===== src/rtl/pwm_compare_cnt_wrap_det.sv =====
// Counter wrap detector: flags a wrap when the count drops below the previous sample.
// Reusable by any consumer of a free-running counter.
module cnt_wrap_det #(
    parameter int unsigned Bits = 8
) (
    input  logic            clk,
    input  logic            clr,
    input  logic [Bits-1:0] cnt_q,
    output logic            wrap_det_c
);

    logic [Bits-1:0] q_prev;

    // q_prev clears to 0 so the first count after reset can never look like a wrap
    always_ff @(posedge clk) begin
        if (clr) begin
            q_prev <= '0;
        end else begin
            q_prev <= cnt_q;
        end
    end

    assign wrap_det_c = (cnt_q < q_prev);

endmodule


===== src/rtl/pwm_compare.sv =====
// PWM comparator: compares the counter against a duty value that only changes at a
// counter wrap, with a valid/ready shadow register for new duty values.
module pwm_compare #(
    parameter int unsigned Bits   = 8,
    parameter bit          INVERT = 1'b0
) (
    input  logic          CLK,
    input  logic          CLR,
    input  logic          EN,
    input  logic [Bits-1:0] CNT_Q,
    input  logic [Bits:0] DUTY_IN,
    input  logic          DUTY_VLD,
    output logic          DUTY_RDY,
    output logic          PWM_OUT,
    output logic          WRAP,
    output logic [Bits:0] DUTY_ACT
);

    localparam int unsigned DW      = Bits + 1;
    localparam logic [0:0]  IDLE    = 1'b0;
    localparam logic [0:0]  PENDING = 1'b1;

    logic [0:0]    state;
    logic [0:0]    state_nxt;
    logic [DW-1:0] shadow;
    logic [DW-1:0] shadow_nxt;
    logic [DW-1:0] active;
    logic [DW-1:0] active_nxt;
    logic [DW-1:0] duty_eff_c;
    logic          wrap_det_c;
    logic          pwm_nxt_c;

    cnt_wrap_det #(
        .Bits(Bits)
    ) u_wrap_det (
        .clk       (CLK),
        .clr       (CLR),
        .cnt_q     (CNT_Q),
        .wrap_det_c(wrap_det_c)
    );

    // Duty handshake FSM: accept only in IDLE, promote shadow to active on a wrap
    always_comb begin
        state_nxt  = state;
        shadow_nxt = shadow;
        active_nxt = active;
        case (state)
            IDLE: begin
                if (DUTY_VLD) begin
                    shadow_nxt = DUTY_IN;
                    state_nxt  = PENDING;
                end
            end
            PENDING: begin
                if (wrap_det_c) begin
                    active_nxt = shadow;
                    state_nxt  = IDLE;
                end
            end
            default: state_nxt = IDLE;
        endcase
    end

    // The promoted value already governs the first count of the new period
    assign duty_eff_c = (state == PENDING && wrap_det_c) ? shadow : active;
    assign pwm_nxt_c  = INVERT ^ (EN & ({1'b0, CNT_Q} < duty_eff_c));

    always_ff @(posedge CLK) begin
        if (CLR) begin
            state   <= IDLE;
            shadow  <= '0;
            active  <= '0;
            PWM_OUT <= INVERT;
            WRAP    <= 1'b0;
        end else begin
            state   <= state_nxt;
            shadow  <= shadow_nxt;
            active  <= active_nxt;
            PWM_OUT <= pwm_nxt_c;
            WRAP    <= wrap_det_c;
        end
    end

    assign DUTY_RDY = ~state[0];
    assign DUTY_ACT = active;

endmodule


===== config.mk =====
export PLATFORM = sky130hd
export DESIGN_NAME = pwm_compare
export DESIGN_NICKNAME = d
export VERILOG_FILES = /design/src/rtl/pwm_compare_cnt_wrap_det.sv /design/src/rtl/pwm_compare.sv
export SDC_FILE = /design/constraint.sdc
export NUM_CORES = 1
export LEC_CHECK = 0
export ABC_AREA = 1
export ABC_CLOCK_PERIOD_IN_PS = 2850
export CORE_MARGIN = 2
export CORE_UTILIZATION = 48
export DETAILED_ROUTE_END_ITERATION = 8
export GPL_ROUTABILITY_DRIVEN = 0
export HOLD_SLACK_MARGIN = 0.03
export PLACE_DENSITY = 0.78
export SETUP_SLACK_MARGIN = 0.5
export SYNTH_ARGS = -nofsm -noshare
export SYNTH_HDL_FRONTEND = slang
export SYNTH_SLANG_ARGS = --single-unit
export TNS_END_PERCENT = 50

===== constraint.sdc =====
create_clock -name CLK -period 2.85 [get_ports CLK]
set_input_delay 0.855 -clock CLK [delete_from_list [all_inputs] [get_ports CLK]]
set_output_delay 0.855 -clock CLK [all_outputs]
set_load 0.05 [all_outputs]

==> impl_metrics.toml, run 1 <==
[synthesis]
post_synth_num_cell_types = 22
synth_top_cell_by_area = "dfxtp_1"
syn-num-nets = 200
mappedNetlistArea_sq_um = 1330
post-synth-top-count-cell = "nor2_1"
synth.ff_latch_count = 29
synth-edff-count = 0
synth.top_cells.by_count = "nor2_1 (36), dfxtp_1 (29), inv_1 (27)"
postSynth.topFlopCell = "dfxtp_1"
ys.warnings.count = 0
netlist_top_cells_area = "dfxtp_1 (44%), ha_1 (13%), nor2_1 (10%), inv_1 (7.6%), mux2i_1 (5.3%)"
synth_top_area_share_pct = 43.6
synthesis.instances = 165
asyncSetResetFlopFracSynth_pct = 0
syn_avg_cell_area_sq_um = 8.08
ys_seq_area_share_pct = 43.6

[routing]
drcViolationCount = 0
postRouteAntennaNets = 0
routed_vias = 1275
wl_per_cell_microns = 13.5
firstDrtPassIters = 4
first_iter_violations = 28
wl_microns = 3460
vias_per_cell = 4.98

[floorplanning]
fp.coreArea_sq_um = 2690
core.rowCount = 19
die_w_microns = 56.7
design.portCount = 33
fp.dieArea_sq_um = 3210
die_height_microns = 56.7
floorplan.initialDensity_pct = 49.6

[critical_path]
critical_path.cell_chain = "buf_2 > ha_4 > nand2_2 > o21a_1 > nand3_4 > mux2i_1 > ha_1 > inv_1 > nor3_1 > a211oi_1 > nand2_1 > a21oi_2"
worst-r2r-setup-slack_ns = 0.48
crit_fanout = 5
path_buf_inv = 2
worstRegToRegCells = 12
cp_data_arrival_time_ns = 2.89
slowest_delay_ns = 0.29
critPathCaptureType = "flop"
critical_path.top_delay_family = "adder cells"
worst_r2r_endpoint = "PWM_OUT"
worst-setup-path-type = "input port to flop"
cpMaxStageDelayCell = "ha_1"
cp-start-kind = "input port"
critical_path.reg2reg.startpoint = "u_wrap_det.q_prev[7]"
worst-endpoint-required_ns = 3.12

[sta]
period_minus_slack_ns = 2.62
maximum_clock_frequency_mhz = 381
grt_setup_unrepaired = "yes"
timing.final.setup_violations = 0
share_of_the_cycle_needed_by_the_critical_path_after_routing_pct = 92.0
worstMarginPinSlew_ns = 0.507
report.final.hold_viol_count = 0
finClkSkew_ns = 0.00530
slew_violations = 0
max_slew_margin_pct = 66.1
setup_total_negative_slack_ns = 0

[global_route]
overflow_left_after_global_routing = 0
grt_pass1_wl_microns = 5600
grt_pass1_vias = 1264
number_of_antenna_violations_at_the_first_check_in_global_routing = 0
aggregate_global_route_resource_usage_pct = 22.7
largest_net_degree_at_the_start_of_global_routing = 19

[cts]
worst_setup_hold_path_clk_slew_ns = 0.10
cts_hold_repair.buffers = 0
tritoncts_num_sinks = 29
clock_latency_ns = 0.33
cts-buffers-inserted = 5
ctsRootBufferMaster = "clkbuf_4"
cts_tree = "built"
clockBufferDepth = 2
h-tree-depth = 2

[place]
dpl.cell_count = 239
port_buffers = 32
detailed_place_hpwl_microns = 2240

[power]
power_density_over_the_cells_nw_per_um2 = 502
power.combinational.fraction_pct = 23.8
worst_ir_drop_vdd_uv = 421
power_after_layout_w = 0.00105
net-switching-power_w = 0.000297
share_seq_of_total_power_pct = 42.0
p_leak_nw = 1.03
part_of_the_power_in_the_clock_network_pct = 34.2
internal_power_w = 0.000757
power_switching_share_pct = 28.2

[hold_path]
hp-start = "shadow[1]"
hold_path_end = "shadow[1]"
hp-class = "flop to flop"
worst_hold_stages = 2

[cells_and_area]
final_net_count = 259
flow.area_growth_from_synthesis_pct = 57.7
multi_input_area_sq_um = 777
fillCellCount = 182
drive_above_1_share_pct = 29.3
insertedDiodeCount = 0
final_cell_count_no_fill = 256
regArea_sq_um = 581

[run_status]
run_status = "completed"

[run]
max-cap-violations = 0
[kinds of logic (layout without fill, tap and decap cells)]
group,Yosys count,in the layout,synth area share (%)
and+or+nand+nor,60,60,18.9
AOI/OAI and AO/OA,22,22,9.30
adders and majority gates,14,14,13.1
muxes,7,7,5.26
buffers and inverters,33,93,9.86
DFF,29,29,43.6
[placed cells by master, fill, tap and decap left out, types with 2 or more instances in the layout]
cell type and n:
buf_4 25, dlymetal6s2s_1 4, nor2_1 35, inv_1 27, mux2i_1 4, nor3_1 2
clkbuf_4 5, o21ai_0 9, ha_4 8, nand2_1 13, a21oi_2 5, buf_2 3
clkdlybuf4s50_1 19, dfxtp_1 29, buf_6 3, mux2i_2 2, a21oi_1 3, nand3_1 2
ha_1 5, nand2_2 4
[worst max-delay path by stage]
stage / slack (ns) / to / startpoint / cells after the start
2_1_floorplan: 0.15 / PWM_OUT / CNT_Q[7] / 12
3_3_place_gp: -0.39 / PWM_OUT / CNT_Q[7] / 13
3_5_place_dp: -0.47 / PWM_OUT / CNT_Q[7] / 13
4_1_cts: 0.27 / PWM_OUT / CNT_Q[1] / 15
5_1_grt: 0.11 / PWM_OUT / CNT_Q[1] / 15
6_report: 0.23 / PWM_OUT / CNT_Q[7] / 12
[through the flow]
stage / cell area [sq um] / hold WS (ns) / setup slack (ns) / utilization [%]
6_report: 2100 / 0.494 / 0.228 / 78.2
5_1_grt: 2100 / 0.519 / 0.110 / 78.2
4_1_cts: 2040 / 0.473 / 0.268 / 76.0
3_5_place_dp: 1790 / 0.459 / -0.470 / 66.5
3_3_place_gp: 1790 / 0.453 / -0.394 / 66.5
2_1_floorplan: 1330 / 0.430 / 0.145 / -
[power groups by stage]
| stage | clock [W] | combinational [W] | sequential (W) |
|---|---|---|---|
| floorplan | 0 | 0.0000972 | 0.000470 |
| global placement | 0 | 0.000194 | 0.000449 |
| detailed placement | 0 | 0.000203 | 0.000450 |
| CTS | 0.000365 | 0.000233 | 0.000442 |
| global route | 0.000381 | 0.000273 | 0.000446 |
| finish | 0.000361 | 0.000251 | 0.000443 |
[what timing repair did]
item,4_1_cts,5_1_grt
setup endpoints to repair,8,10
pin swaps,23,9
cloned,0,0
resized for setup,54,10
buffers inserted,7,2
[sequential cells by signal, summed over array words and instances (netlist names)]
signal	count
DUTY_ACT	9
PWM_OUT	1
WRAP	1
shadow	9
state	1
u_wrap_det.q_prev	8
[per-layer routing]
layer | track usage, % | up-vias | share of wire [%]
met4 | 10.2 | 0 | 1.5
li1 | - | 638 | -
met3 | 6.22 | 9 | 5.2
met2 | 38.4 | 41 | 53
met1 | 26.4 | 587 | 40
met5 | 0 | - | 0
[area by class of cell]
cell class,instances,share of cell area (%)
clock buffers,6,2.44
well taps,31,1.85
clock inverters,2,1.79
multi-input cells,103,37.0
repair buffers,57,24.3
flip-flops and latches,29,27.6
inverters,28,5.00
[worst reg2reg max path, cell delays in order, from the launching register on]
cell	delay, ns
dfxtp_1	0.32
inv_1	0.06
ha_4	0.25
a21oi_2	0.14
o21a_1	0.21
nand3_4	0.15
mux2i_1	0.26
ha_1	0.29
inv_1	0.10
nor3_1	0.06
a211oi_1	0.20
nand2_1	0.14
a21oi_2	0.14
No activity file was read; power rests on OpenSTA's default activity.
==> run 2: changes to the inputs <==
--- a/config.mk
+++ b/config.mk
@@ -13,6 +13,7 @@
 export GPL_ROUTABILITY_DRIVEN = 0
 export HOLD_SLACK_MARGIN = 0.03
 export PLACE_DENSITY = 0.78
+export RECOVER_POWER = 25
 export SETUP_SLACK_MARGIN = 0.5
 export SYNTH_ARGS = -nofsm -noshare
 export SYNTH_HDL_FRONTEND = slang
==> run 2 against run 1 <==
Non-clock buffer count did not move; critical path depth stayed put; utilization decreased by 0.14 points; critical endpoint unchanged; worst setup slack about the same; first-iteration DRC count unchanged; highest routed layer unchanged; die area stayed put.
==> impl_metrics.toml, run 2 (synthesis gave the netlist of run 1 again) <==
[routing]
highest-signal-layer = "met4"
wl_microns = 3450
routed_vias = 1279
m1WireLength_microns = 1390
firstDrtPassIters = 4
postRouteAntennaNets = 0
vias_per_cell = 5.00
first_iter_violations = 28
drcViolationCount = 0
wl_met3_microns = 183
wl_per_cell_microns = 13.5
detailroute.wirelength.met2_microns = 1800

[cells_and_area]
insertedDiodeCount = 0
drive_above_1_share_pct = 28.9
final_cell_mix = "nor2_1 (35), dfxtp_1 (29), inv_1 (27), buf_4 (24), clkdlybuf4s50_1 (18)"
fillCellCount = 184
flow.area_growth_from_synthesis_pct = 57.4
mostFrequentLayoutCell = "nor2_1"
final_net_count = 259
final_cell_count_no_fill = 256

[global_route]
aggregate_global_route_resource_usage_pct = 22.7
grt_pass1_vias = 1264
grt_pass1_wl_microns = 5600
largest_net_degree_at_the_start_of_global_routing = 19
number_of_antenna_violations_at_the_first_check_in_global_routing = 0
overflow_left_after_global_routing = 0

[critical_path]
worst-r2r-setup-slack_ns = 0.48
critPathCaptureType = "flop"
critical_path.endpoint = "PWM_OUT"
cp_data_arrival_time_ns = 2.89
critical_path.reg2reg.startpoint = "u_wrap_det.q_prev[7]"
timing.critical_path.from = "CNT_Q[7]"
worst-setup-path-type = "input port to flop"
worst_r2r_endpoint = "PWM_OUT"
cp-start-kind = "input port"
crit_fanout = 5
worstRegToRegCells = 12
worst-endpoint-required_ns = 3.12

[cts]
clockBufferDepth = 2
clock_latency_ns = 0.33
worst_setup_hold_path_clk_slew_ns = 0.10
ctsRootBufferMaster = "clkbuf_4"
cts_tree = "built"
tritoncts_num_sinks = 29
cts-buffers-inserted = 5
h-tree-depth = 2

[sta]
max_slew_margin_pct = 46.7
maximum_clock_frequency_mhz = 381
timing.final.setup_violations = 0
grt_setup_unrepaired = "yes"
worstMarginPinSlew_ns = 0.799
finClkSkew_ns = 0.00623
slew_violations = 0
report.final.hold_viol_count = 0
period_minus_slack_ns = 2.62
share_of_the_cycle_needed_by_the_critical_path_after_routing_pct = 92.0

[floorplanning]
fp.coreArea_sq_um = 2690
fp.dieArea_sq_um = 3210
floorplan.initialDensity_pct = 49.6
design.portCount = 33
die_w_microns = 56.7
die_height_microns = 56.7
core.rowCount = 19

[run]
max-cap-violations = 0

[power]
power_after_layout_w = 0.00105
power_density_over_the_cells_nw_per_um2 = 502
p_leak_nw = 1.02
worst_ir_drop_vdd_uv = 420

[place]
dpl.cell_count = 239
port_buffers = 32
detailed_place_hpwl_microns = 2240

[hold_path]
hp-class = "flop to flop"

[run_status]
run_status = "completed"
## run 2: area by class of cell
type / instances / area, sq um / area share [%]
clock inverters: 2 / 37.5 / 1.79
clock buffers: 6 / 51.3 / 2.45
multi-input cells: 103 / 777 / 37.1
well taps: 31 / 38.8 / 1.85
repair buffers: 57 / 507 / 24.2
flip-flops and latches: 29 / 581 / 27.7
inverters: 28 / 105 / 5.01
## run 2: repair_timing
action	4_1_cts	5_1_grt
pin swaps	23	9
hold buffers	0	0
setup buffers	7	2
gates resized for setup	54	10
endpoints found under the setup margin	8	10
## run 2: worst max-delay path, stage by stage
cell and delay, ns:
buf_2 0.12, ha_4 0.28, nand2_2 0.06, o21a_1 0.21
nand3_4 0.16, mux2i_1 0.28, ha_1 0.29, inv_1 0.10
nor3_1 0.06, a211oi_1 0.19, nand2_1 0.14, a21oi_2 0.14
## run 2: where the power goes
part	leakage (nW)	switching, W	internal (W)	total (W)
combinational	0.741	0.000131	0.000118	0.000250
clock	0.0445	0.000152	0.000208	0.000360
sequential	0.239	0.0000132	0.000430	0.000443
total	1.02	0.000297	0.000756	0.00105
## run 2: metal layers
metal	up-vias	track usage, %
li1	639	-
met1	587	26.4
met2	43	38.4
met3	10	6.22
met4	0	10.2
met5	-	0
## run 2: how the worst min path moves through the flow
stage / startpoint / endpoint / depth (start not counted)
floorplan: shadow[0] / shadow[0] / 2
global placement: shadow[0] / shadow[0] / 2
detailed placement: shadow[0] / shadow[0] / 2
CTS: shadow[0] / shadow[0] / 2
global route: shadow[8] / shadow[8] / 2
finish: shadow[1] / shadow[1] / 2
## run 2: stage by stage
step	hold slack (ns)	TNS, ns	worst slack (ns)	utilization [%]	area, sq um
5_1_grt	0.519	0	0.110	78.1	2100
3_5_place_dp	0.459	-0.470	-0.470	66.5	1790
4_1_cts	0.473	0	0.268	76.0	2040
3_3_place_gp	0.453	-0.394	-0.394	66.5	1790
6_report	0.494	0	0.228	78.1	2100
2_1_floorplan	0.430	0	0.145	-	1330
==> run 3: changes to the inputs <==
--- a/config.mk
+++ b/config.mk
@@ -9,6 +9,7 @@
 export ABC_CLOCK_PERIOD_IN_PS = 2850
 export CORE_MARGIN = 2
 export CORE_UTILIZATION = 48
+export CTS_CLUSTER_DIAMETER = 30
 export DETAILED_ROUTE_END_ITERATION = 8
 export GPL_ROUTABILITY_DRIVEN = 0
 export HOLD_SLACK_MARGIN = 0.03
==> results of run 3 <==
The final DEF is identical to that of run 2; final timing and power are the same.
